===== src/rtl/stage_issue_queue.sv =====
// stage_issue_queue -- in-order issue stage between decode and execute.
//
// Purpose: buffers decoded instructions in a DEPTH-entry circular queue,
// resolves register operands through BYPASS_PORTS writeback forwarding
// channels (index 0 youngest / highest priority, x0 never forwarded), stalls
// the queue head on an unresolved operand, and presents the resolved ALU
// operands in a registered issue output.
//
// Ports:
//   clk_i, rst_i            clock, synchronous active-high reset
//   flush_i                 discard queued and issued-but-unconsumed work
//   decode_*_i              offered instruction (pc, ir, cw, ra, rb, valid)
//   decode_ready_o          queue can accept (registered state only)
//   wb_addr_i/wb_data_i     per-port in-flight destination and value
//   wb_valid_i/wb_ready_i   per-port write present / value final
//   issue_cw_o, issue_alu_op1_o, issue_alu_op2_o, issue_valid_o
//                           registered issue output
//   issue_ready_i           execute consumes on valid && ready
//   issue_stall_count_o     operand-hazard stall cycles
//
// Optional feature macro: STAGE_ISSUE_STALL_COUNTER_EN enables the stall
// counter; without it issue_stall_count_o is tied to 0.

package stage_issue_queue_pkg;
  typedef logic [31:0] word_t;
  typedef logic [4:0]  regaddr_t;

  localparam logic [1:0] ALU_OP1_ZERO = 2'd0;
  localparam logic [1:0] ALU_OP1_RS1  = 2'd1;
  localparam logic [1:0] ALU_OP1_IMMU = 2'd2;

  localparam logic [2:0] ALU_OP2_ZERO = 3'd0;
  localparam logic [2:0] ALU_OP2_RS2  = 3'd1;
  localparam logic [2:0] ALU_OP2_IMMI = 3'd2;
  localparam logic [2:0] ALU_OP2_IMMS = 3'd3;
  localparam logic [2:0] ALU_OP2_PC   = 3'd4;

  typedef struct packed {
    logic       ra_used;
    logic       rb_used;
    logic [1:0] alu_op1;
    logic [2:0] alu_op2;
  } control_word_t;
endpackage

module stage_issue_queue
  import stage_issue_queue_pkg::*;
#(
  parameter int DEPTH        = 2,
  parameter int BYPASS_PORTS = 4
) (
  input  logic                    clk_i,
  input  logic                    rst_i,
  input  logic                    flush_i,
  input  word_t                   decode_pc_i,
  input  word_t                   decode_ir_i,
  input  control_word_t           decode_cw_i,
  input  word_t                   decode_ra_i,
  input  word_t                   decode_rb_i,
  input  logic                    decode_valid_i,
  output logic                    decode_ready_o,
  input  regaddr_t                wb_addr_i [BYPASS_PORTS],
  input  word_t                   wb_data_i [BYPASS_PORTS],
  input  logic [BYPASS_PORTS-1:0] wb_valid_i,
  input  logic [BYPASS_PORTS-1:0] wb_ready_i,
  output control_word_t           issue_cw_o,
  output word_t                   issue_alu_op1_o,
  output word_t                   issue_alu_op2_o,
  output logic                    issue_valid_o,
  input  logic                    issue_ready_i,
  output logic [31:0]             issue_stall_count_o
);

  localparam int CW = $clog2(DEPTH + 1);
  localparam int PW = (DEPTH > 1) ? $clog2(DEPTH) : 1;
  localparam logic [CW-1:0] FULL_COUNT = CW'(DEPTH);
  localparam logic [PW-1:0] LAST_PTR   = PW'(DEPTH - 1);

  word_t         r_qPc [DEPTH];
  word_t         r_qIr [DEPTH];
  control_word_t r_qCw [DEPTH];
  word_t         r_qRa [DEPTH];
  word_t         r_qRb [DEPTH];
  logic [PW-1:0] r_head, r_tail;
  logic [CW-1:0] r_count;

  control_word_t r_issueCw;
  word_t         r_issueOp1, r_issueOp2;
  logic          r_issueValid;

  logic          w_decodeOccurs, w_queueHasHead, w_headPresent;
  word_t         w_headPc, w_headIr, w_headRa, w_headRb;
  control_word_t w_headCw;
  regaddr_t      w_rs1, w_rs2;
  word_t         w_ra, w_rb, w_op1, w_op2;
  logic          w_raReady, w_rbReady, w_hazard;
  logic          w_issueLoad, w_push, w_pop;
  word_t         w_immI, w_immS, w_immU;
  logic          w_unusedIrBits;

  function automatic logic [PW-1:0] nextPtr(input logic [PW-1:0] p);
    return (p == LAST_PTR) ? '0 : p + PW'(1);
  endfunction

  // Ready depends only on the registered count, so execute/writeback never
  // reach decode combinationally.
  assign decode_ready_o = (r_count < FULL_COUNT);
  assign w_decodeOccurs = decode_valid_i && decode_ready_o;

  // With an empty queue the incoming instruction is the head (fall-through).
  assign w_queueHasHead = (r_count != '0);
  assign w_headPresent  = w_queueHasHead || w_decodeOccurs;
  assign w_headPc = w_queueHasHead ? r_qPc[r_head] : decode_pc_i;
  assign w_headIr = w_queueHasHead ? r_qIr[r_head] : decode_ir_i;
  assign w_headCw = w_queueHasHead ? r_qCw[r_head] : decode_cw_i;
  assign w_headRa = w_queueHasHead ? r_qRa[r_head] : decode_ra_i;
  assign w_headRb = w_queueHasHead ? r_qRb[r_head] : decode_rb_i;

  assign w_rs1 = w_headIr[19:15];
  assign w_rs2 = w_headIr[24:20];
  assign w_immI = {{20{w_headIr[31]}}, w_headIr[31:20]};
  assign w_immS = {{20{w_headIr[31]}}, w_headIr[31:25], w_headIr[11:7]};
  assign w_immU = {w_headIr[31:12], 12'h000};
  assign w_unusedIrBits = ^{w_headIr[14:12], w_headIr[6:0]};

  // Scanning from the highest port down lets the lowest-index match win.
  always_comb begin
    w_ra      = w_headRa;
    w_raReady = 1'b1;
    w_rb      = w_headRb;
    w_rbReady = 1'b1;
    for (int i = BYPASS_PORTS - 1; i >= 0; i--) begin
      if (wb_valid_i[i] && (wb_addr_i[i] == w_rs1) && (w_rs1 != '0)) begin
        w_ra      = wb_data_i[i];
        w_raReady = wb_ready_i[i];
      end
      if (wb_valid_i[i] && (wb_addr_i[i] == w_rs2) && (w_rs2 != '0)) begin
        w_rb      = wb_data_i[i];
        w_rbReady = wb_ready_i[i];
      end
    end
  end

  assign w_hazard = (w_headCw.ra_used && !w_raReady) ||
                    (w_headCw.rb_used && !w_rbReady);

  always_comb begin
    w_op1 = '0;
    case (w_headCw.alu_op1)
      ALU_OP1_IMMU: w_op1 = w_immU;
      ALU_OP1_RS1:  w_op1 = w_ra;
      default:      w_op1 = '0;
    endcase
  end

  always_comb begin
    w_op2 = '0;
    case (w_headCw.alu_op2)
      ALU_OP2_IMMI: w_op2 = w_immI;
      ALU_OP2_IMMS: w_op2 = w_immS;
      ALU_OP2_PC:   w_op2 = w_headPc;
      ALU_OP2_RS2:  w_op2 = w_rb;
      default:      w_op2 = '0;
    endcase
  end

  // A fall-through instruction that issues immediately never enters storage.
  assign w_issueLoad = w_headPresent && !w_hazard && !flush_i &&
                       (!r_issueValid || issue_ready_i);
  assign w_pop  = w_issueLoad && w_queueHasHead;
  assign w_push = w_decodeOccurs && !flush_i && !(w_issueLoad && !w_queueHasHead);

  // Queue storage carries no reset; the pointers and count define validity.
  always_ff @(posedge clk_i) begin
    if (w_push) begin
      r_qPc[r_tail] <= decode_pc_i;
      r_qIr[r_tail] <= decode_ir_i;
      r_qCw[r_tail] <= decode_cw_i;
      r_qRa[r_tail] <= decode_ra_i;
      r_qRb[r_tail] <= decode_rb_i;
    end
  end

  // Pointer and occupancy bookkeeping; flush empties the queue like reset.
  always_ff @(posedge clk_i) begin
    if (rst_i || flush_i) begin
      r_head  <= '0;
      r_tail  <= '0;
      r_count <= '0;
    end else begin
      if (w_push) r_tail <= nextPtr(r_tail);
      if (w_pop)  r_head <= nextPtr(r_head);
      case ({w_push, w_pop})
        2'b10:   r_count <= r_count + CW'(1);
        2'b01:   r_count <= r_count - CW'(1);
        default: r_count <= r_count;
      endcase
    end
  end

  // Issue register: data only changes on a load, so it holds while stalled
  // by execute; flush drops valid but keeps the stale payload.
  always_ff @(posedge clk_i) begin
    if (rst_i) begin
      r_issueValid <= 1'b0;
      r_issueCw    <= '0;
      r_issueOp1   <= '0;
      r_issueOp2   <= '0;
    end else if (flush_i) begin
      r_issueValid <= 1'b0;
    end else if (w_issueLoad) begin
      r_issueValid <= 1'b1;
      r_issueCw    <= w_headCw;
      r_issueOp1   <= w_op1;
      r_issueOp2   <= w_op2;
    end else if (issue_ready_i) begin
      r_issueValid <= 1'b0;
    end
  end

  assign issue_valid_o   = r_issueValid;
  assign issue_cw_o      = r_issueCw;
  assign issue_alu_op1_o = r_issueOp1;
  assign issue_alu_op2_o = r_issueOp2;

`ifdef STAGE_ISSUE_STALL_COUNTER_EN
  logic [31:0] r_stallCount;

  // Counts every cycle the head waits on an operand; survives flush.
  always_ff @(posedge clk_i) begin
    if (rst_i) begin
      r_stallCount <= '0;
    end else if (w_headPresent && w_hazard) begin
      r_stallCount <= r_stallCount + 32'd1;
    end
  end

  assign issue_stall_count_o = r_stallCount;
`else
  assign issue_stall_count_o = '0;
`endif

endmodule


===== config.mk =====
export PLATFORM = sky130hd
export DESIGN_NAME = stage_issue_queue
export DESIGN_NICKNAME = d
export VERILOG_FILES = /design/src/rtl/stage_issue_queue.sv
export SDC_FILE = /design/constraint.sdc
export NUM_CORES = 1
export LEC_CHECK = 0
export ABC_CLOCK_PERIOD_IN_PS = 47900
export CAP_MARGIN = 5
export CORE_MARGIN = 4
export CORE_UTILIZATION = 60
export DETAILED_ROUTE_END_ITERATION = 16
export DONT_BUFFER_PORTS = 1
export PLACE_DENSITY_LB_ADDON = 0.12
export SLEW_MARGIN = 40
export SYNTH_ARGS = -nofsm -noshare
export SYNTH_HDL_FRONTEND = slang
export SYNTH_SLANG_ARGS = --single-unit

===== constraint.sdc =====
create_clock -name clk_i -period 47.9 [get_ports clk_i]
set_input_delay 14.37 -clock clk_i [delete_from_list [all_inputs] [get_ports clk_i]]
set_output_delay 14.37 -clock clk_i [all_outputs]
set_load 0.005 [all_outputs]

[After elaboration in Yosys (flattened, before gate mapping)]
Memories as Yosys holds them, arrays and structs flattened. A register that Yosys moved wholly into a read port is not among the register bits.
Index checks and enable logic that the tools add are counted.
Widths: inputs -> output; s select.
Cells by class
  order comparisons: 1
  reductions and logical operators: 44
  bitwise gates (word level): 1
  add/sub/neg operators: 4
  mux-type cells: 40
  eq/ne operators: 16
Operator list (number)
  $mux 32: 12
  $pmux 32 s4: 1
  $pmux 32 s2: 1
  $eq 5x5->1: 8
  $logic_and 1x1->1: 26
  $mux 1: 24
  $reduce_bool 5->1: 2
  $logic_not 1->1: 7
  $mux 7: 1
  $eq 3x2->1 const B: 2
  $reduce_bool 2->1: 3
  $eq 2x1->1 const B: 2
  $eq 2x2->1 const B: 2
  $logic_or 1x1->1: 4
  $pmux 2 s2: 1
  $eq 3x1->1 const B: 1
  $eq 3x3->1 const B: 1
  $add 1x1->1 const B: 2
  $add 2x1->2 const B: 1
  $lt 2x2->1 const B: 1
  $reduce_and 2->1: 1
  $reduce_or 2->1: 1
  $sub 2x1->2 const B: 1
  $not 1->1: 1
Storage, ports and cells
  RAM bits: 270
  word-level logic and storage cells: 121
  memories kept: 5
  input bits: 296
  output and inout bits: 105
  register bits after elaboration: 76
Memories
  r_qIr: words 2, bits a word 32, rd ports 1, clocked after Yosys merged registers in 1, wr ports 1, RTL line 80  | word_t r_qIr [DEPTH];
  r_qPc: words 2, bits a word 32, rd ports 1, clocked after Yosys merged registers in 1, wr ports 1, RTL line 79  | word_t r_qPc [DEPTH];
  r_qRa: words 2, bits a word 32, rd ports 1, clocked after Yosys merged registers in 1, wr ports 1, RTL line 82  | word_t r_qRa [DEPTH];
  r_qRb: words 2, bits a word 32, rd ports 1, clocked after Yosys merged registers in 1, wr ports 1, RTL line 83  | word_t r_qRb [DEPTH];
  r_qCw: words 2, bits a word 7, rd ports 1, clocked after Yosys merged registers in 1, wr ports 1, RTL line 81  | control_word_t r_qCw [DEPTH];

[Logic depth before layout (Yosys ltp)]
  word-level depth: 21
  depth in mapped cells: 19
  mapped depth without buffers: 13

[Worst setup path after synthesis]
Ideal clock, no wire load.
  kind: input to register
  start: in decode_ir_i[18]
  end: mem r_qCw[0][0] in the netlist's numbering, enable pin
  library setup time: 805 ps
  stages: 8
  buffers on the path: 0
  arrival time: 25669 ps
  data required time: 47095 ps
  path slack: 21427 ps
  cells stage by stage: mux2i_2 -> xor2_1 -> nand4_1 -> or3_1 -> a311oi_1 -> o32a_4 -> nor3_2 -> a211oi_1
On the way
  longest elaborated chain between the ends: 20
  elaborated cells between the ends (all ways): 30
  classes of those cells: eq/ne (4); mux (7); reduce/logical (19)
Ends and longest elaborated chain
  from (decl): RTL line 56  | input word_t decode_ir_i,
  $mux 32 *: RTL line 114  | assign w_headIr = w_queueHasHead ? r_qIr[r_head] : decode_ir_i;
  $eq 5x5->1: RTL line 133  | if (wb_valid_i[i] && (wb_addr_i[i] == w_rs1) && (w_rs1 != '0)) begin
  $logic_and 1x1->1 (2 in a row): RTL line 133
  $mux 1 (3 in a row): RTL line 133
  $mux 1 *: RTL line 133
  $logic_not 1->1 *: RTL line 144  | assign w_hazard = (w_headCw.ra_used && !w_raReady) ||
  $logic_and 1x1->1 *: RTL line 144
  $logic_or 1x1->1 *: RTL line 144
  $logic_not 1->1 *: RTL line 168  | assign w_issueLoad = w_headPresent && !w_hazard && !flush_i &&
  $logic_and 1x1->1 * (3 in a row): RTL line 168
  $logic_and 1x1->1 *: RTL line 171  | assign w_push = w_decodeOccurs && !flush_i && !(w_issueLoad && !w_queueHasHead);
  $logic_not 1->1 *: RTL line 171
  $logic_and 1x1->1 *: RTL line 171
  $mux 1 *: RTL line 175  | if (w_push) begin
  $mux 1 (implied by the code) *: RTL line 178  | r_qCw[r_tail] <= decode_cw_i;
  to (decl): RTL line 81
Every way passes the cells marked *; elsewhere a longest branch is shown, timed or not.

[Final worst setup path]
  start: in decode_ir_i[17]
  end: mem r_qPc[0][20] in the netlist's numbering, enable pin
On the way
  longest elaborated chain between the ends: 20
  elaborated cells between the ends (all ways): 30
  classes of those cells: eq/ne (4); mux (7); reduce/logical (19)
Ends and longest elaborated chain
  $mux 32 *: RTL line 114
  $eq 5x5->1: RTL line 133
  $logic_and 1x1->1 (2 in a row): RTL line 133
  $mux 1 (3 in a row): RTL line 133
  $mux 1 *: RTL line 133
  $logic_not 1->1 *: RTL line 144
  $logic_and 1x1->1 *: RTL line 144
  $logic_or 1x1->1 *: RTL line 144
  $logic_not 1->1 *: RTL line 168
  $logic_and 1x1->1 * (3 in a row): RTL line 168
  $logic_and 1x1->1 *: RTL line 171
  $logic_not 1->1 *: RTL line 171
  $logic_and 1x1->1 *: RTL line 171
  $mux 1 *: RTL line 175
  $mux 1 (implied by the code) *: RTL line 176  | r_qPc[r_tail] <= decode_pc_i;
  to (decl): RTL line 79
Marks and branches as above.

==> metrics <==
CTS root buffer=clkbuf_16; port bufs=0; Slew Viols, Final=0; Overall Global Routing Usage=0.3457; num ports=~400; Syn Inst Count=1592; Die Y=between 150 and 200 µm; Post-DP Area=approximately 17000 µm²; initial drt markers=~1400; required time worst endpoint=~48000 ps; RSZ-0062 raised after global routing=false; leading area contributor after synthesis=edfxtp_1; vias after detailed routing=about 13000; post-route ant nets=0; Comb pwr share=0.126; Setup TNS=0 ps; Core Rows=between 60 and 70; largest net degree at the start of global routing=between 90 and 100; DIE WIDTH=177.9 µm; relative slew slack=0.4380; final worst path period need=approximately 19000 ps; Finished Layout Cells=just under 2000; dpl cells=roughly 1900; CTS tree=done; vias in the first global route=about 12000; highest clock rate=between 50 and 60 MHz; hold violation total from the final report=0; Setup-failing EPs final=0; hold slack=around 490 ps; core area=roughly 28000 µm²; ANT cells=0; PwrDens=between 30 and 40 nW/µm²; P_leak=slightly above 6 nW; fin crit share=0.3929; Post-synth ARST share=0; Die ar.=31630 µm²; fillers=around 2200; WP data arrival=around 19000 ps; switch share=0.2560; Tightest Pin Transition=roughly 830 ps; Remaining Overflow, GRT=0; CTS clock-pin slew for the worst setup and hold paths=approximately 60 ps; post-synth design cell area=17310 µm²; CTS Buf Count=35; share of layout cells above drive strength 1=0.07424; clk_skew=32.37 ps; H-tree Lvls=2; cell with the most instances after synthesis=edfxtp_1; worst skew pair latency=between 500 and 600 ps; clk buf depth=3; vias per cell=6.829; CTS Hold Bufs=0; area grow syn2layout=7.221%; WL/cell=~29 µm; Synth top area share=0.4441; Sink Count=333; P_int=roughly 0.0005 W; synth unique cells=between 60 and 70; CTS resizes=0; critical setup path kind=in2reg; EDFF count, synth=256; clock share of power=0.389; first-pass GRT wire length=about 81 mm; Ys Warns=0; routability cong.=~0.95; synth cell count leaders=256 x edfxtp_1, 183 x nor2_1, 156 x mux2i_1; Total Nets Final=roughly 1800; initial antenna violation count=0; sequential share of power=0.485; Synth Flop Type=edfxtp_1; starting density of the core=0.6163; Layout Cell Area excl Fill=about 19000 µm²; Psw=~0.00017 W; Max FO, Critical Path=between 70 and 80; synthesized flop and latch total=about 330; Setup crit start kind=input port; Synth area leaders=edfxtp_1 44%, mux2i_1 9.0%, dfxtp_1 8.9%, nor2_1 4.0%, o21ai_0 3.3%; DRT Pass-1 Iters=5; Avg Cell Area, Syn=between 10 and 15 µm²; status=finished, final reports clean; Hold WC Path Type=reg2reg; DRT Wirelength=between 50 and 60 mm; Crit. End Element=flip-flop; max_cap viols=0; post-CTS setup buffer count=0; # DRC=0; hpwl dp=41.34 mm; worst vdd ir=between 30 and 40 µV; sequential area share after synthesis=0.5331
## power by group through the flow
stage | combinational (W) | clock, W | sequential [W]
6_report | 0.0000852 | 0.000263 | 0.000327
4_1_cts | 0.0000826 | 0.000264 | 0.000327
3_5_place_dp | 0.0000820 | 0 | 0.000333
5_1_grt | 0.0000914 | 0.000276 | 0.000327
2_1_floorplan | 0.0000607 | 0 | 0.000333
3_3_place_gp | 0.0000802 | 0 | 0.000333
## kinds of logic (layout without fill, tap and decap cells)
logic type,count (synthesis),after routing,share of synthesized area
DFF,333,333,0.5331
muxes,185,185,0.1102
AOI/OAI and AO/OA,480,480,0.1874
adders and majority gates,3,3,0.002169
other,1,32,0.0002166
xor gates and xnor gates,42,42,0.02125
buffers and inverters,172,98,0.04655
and+or+nand+nor,376,376,0.09910
## final timing paths
check / from / to / slack [ps] / cells past startpoint
setup / recovery: decode_ir_i[17] / r_qPc[0][20]$_DFFE_PP_ / 29080 / 11
hold / removal: issue_alu_op2_o[15]$_SDFFE_PP0P_ / issue_alu_op2_o[15]$_SDFFE_PP0P_ / 490 / 1
setup reg to reg: flip-flop / r_qPc[0][20]$_DFFE_PP_ / 41150 / 13
hold reg to reg: issue_alu_op2_o[15]$_SDFFE_PP0P_ / issue_alu_op2_o[15]$_SDFFE_PP0P_ / 490 / 1
## cell type report
type,instances,area (µm²),area share
Clock buffer,46,948.4,0.05110
Clock inverter,15,138.9,0.007483
Inverter,9,33.78,0.001820
Multi-Input combinational cell,1118,7493,0.4037
Sequential cell,333,9233,0.4974
Tap cell,378,473.0,0.02548
Timing Repair Buffer,28,240.2,0.01294
## per-stage QoR
step / power [W] / util / setup slack (ps)
after floorplan: 0.0003941 / - / 21430
after global placement: 0.0004128 / 0.6189 / 28050
after detailed placement: 0.0004150 / 0.6213 / 28810
after CTS: 0.0006740 / 0.6601 / 29280
after global routing: 0.0006952 / 0.6608 / 28850
final: 0.0006747 / 0.6608 / 29080
## layer usage
| metal | routed length (µm) | track usage | up-vias |
|---|---|---|---|
| li1 | - | - | 5866 |
| met1 | 20720 | 0.4451 | 6252 |
| met2 | 24520 | 0.5128 | 858 |
| met3 | 8479 | 0.1519 | 183 |
| met4 | 2971 | 0.1421 | 0 |
| met5 | 0 | 0 | - |
## registers in the layout, summed over array words and instances (netlist names), 7 cells and up, named ones only
name and flops:
r_qPc 64, issue_cw_o 7, r_qRb 64, r_qIr 50
issue_alu_op1_o 32, r_qCw 14, issue_alu_op2_o 32, r_qRa 64
## layout by cell type (no fill, tap or decap), drive strengths merged, types with 7 or more instances in the layout
master   count
mux2        25
xor2        17
nor2b       20
edfxtp     256
buf         28
nor3         8
dfxtp       77
a211oi      33
o22ai       15
clkbuf      46
o21ai      115
inv         10
nor2       183
a211o       12
a21oi      112
o31ai       43
nor4         8
o21a        11
conb        32
or2          7
nand4       18
nand3       12
mux2i      160
a22oi       12
xnor2       25
a32o        10
o2bb2ai     32
clkinv      11
and3        11
nand2       85
a221oi      63
## worst max-delay path, stage by stage
cell and delay (ps):
mux2i_2 630, nand4_1 220, or2_0 540, nand4_1 230
buf_4 520, nor3b_1 730, o32a_4 330, nor3_2 110
a211oi_4 310, buf_4 260, buf_6 550
Power figures use the tool's default switching activity.
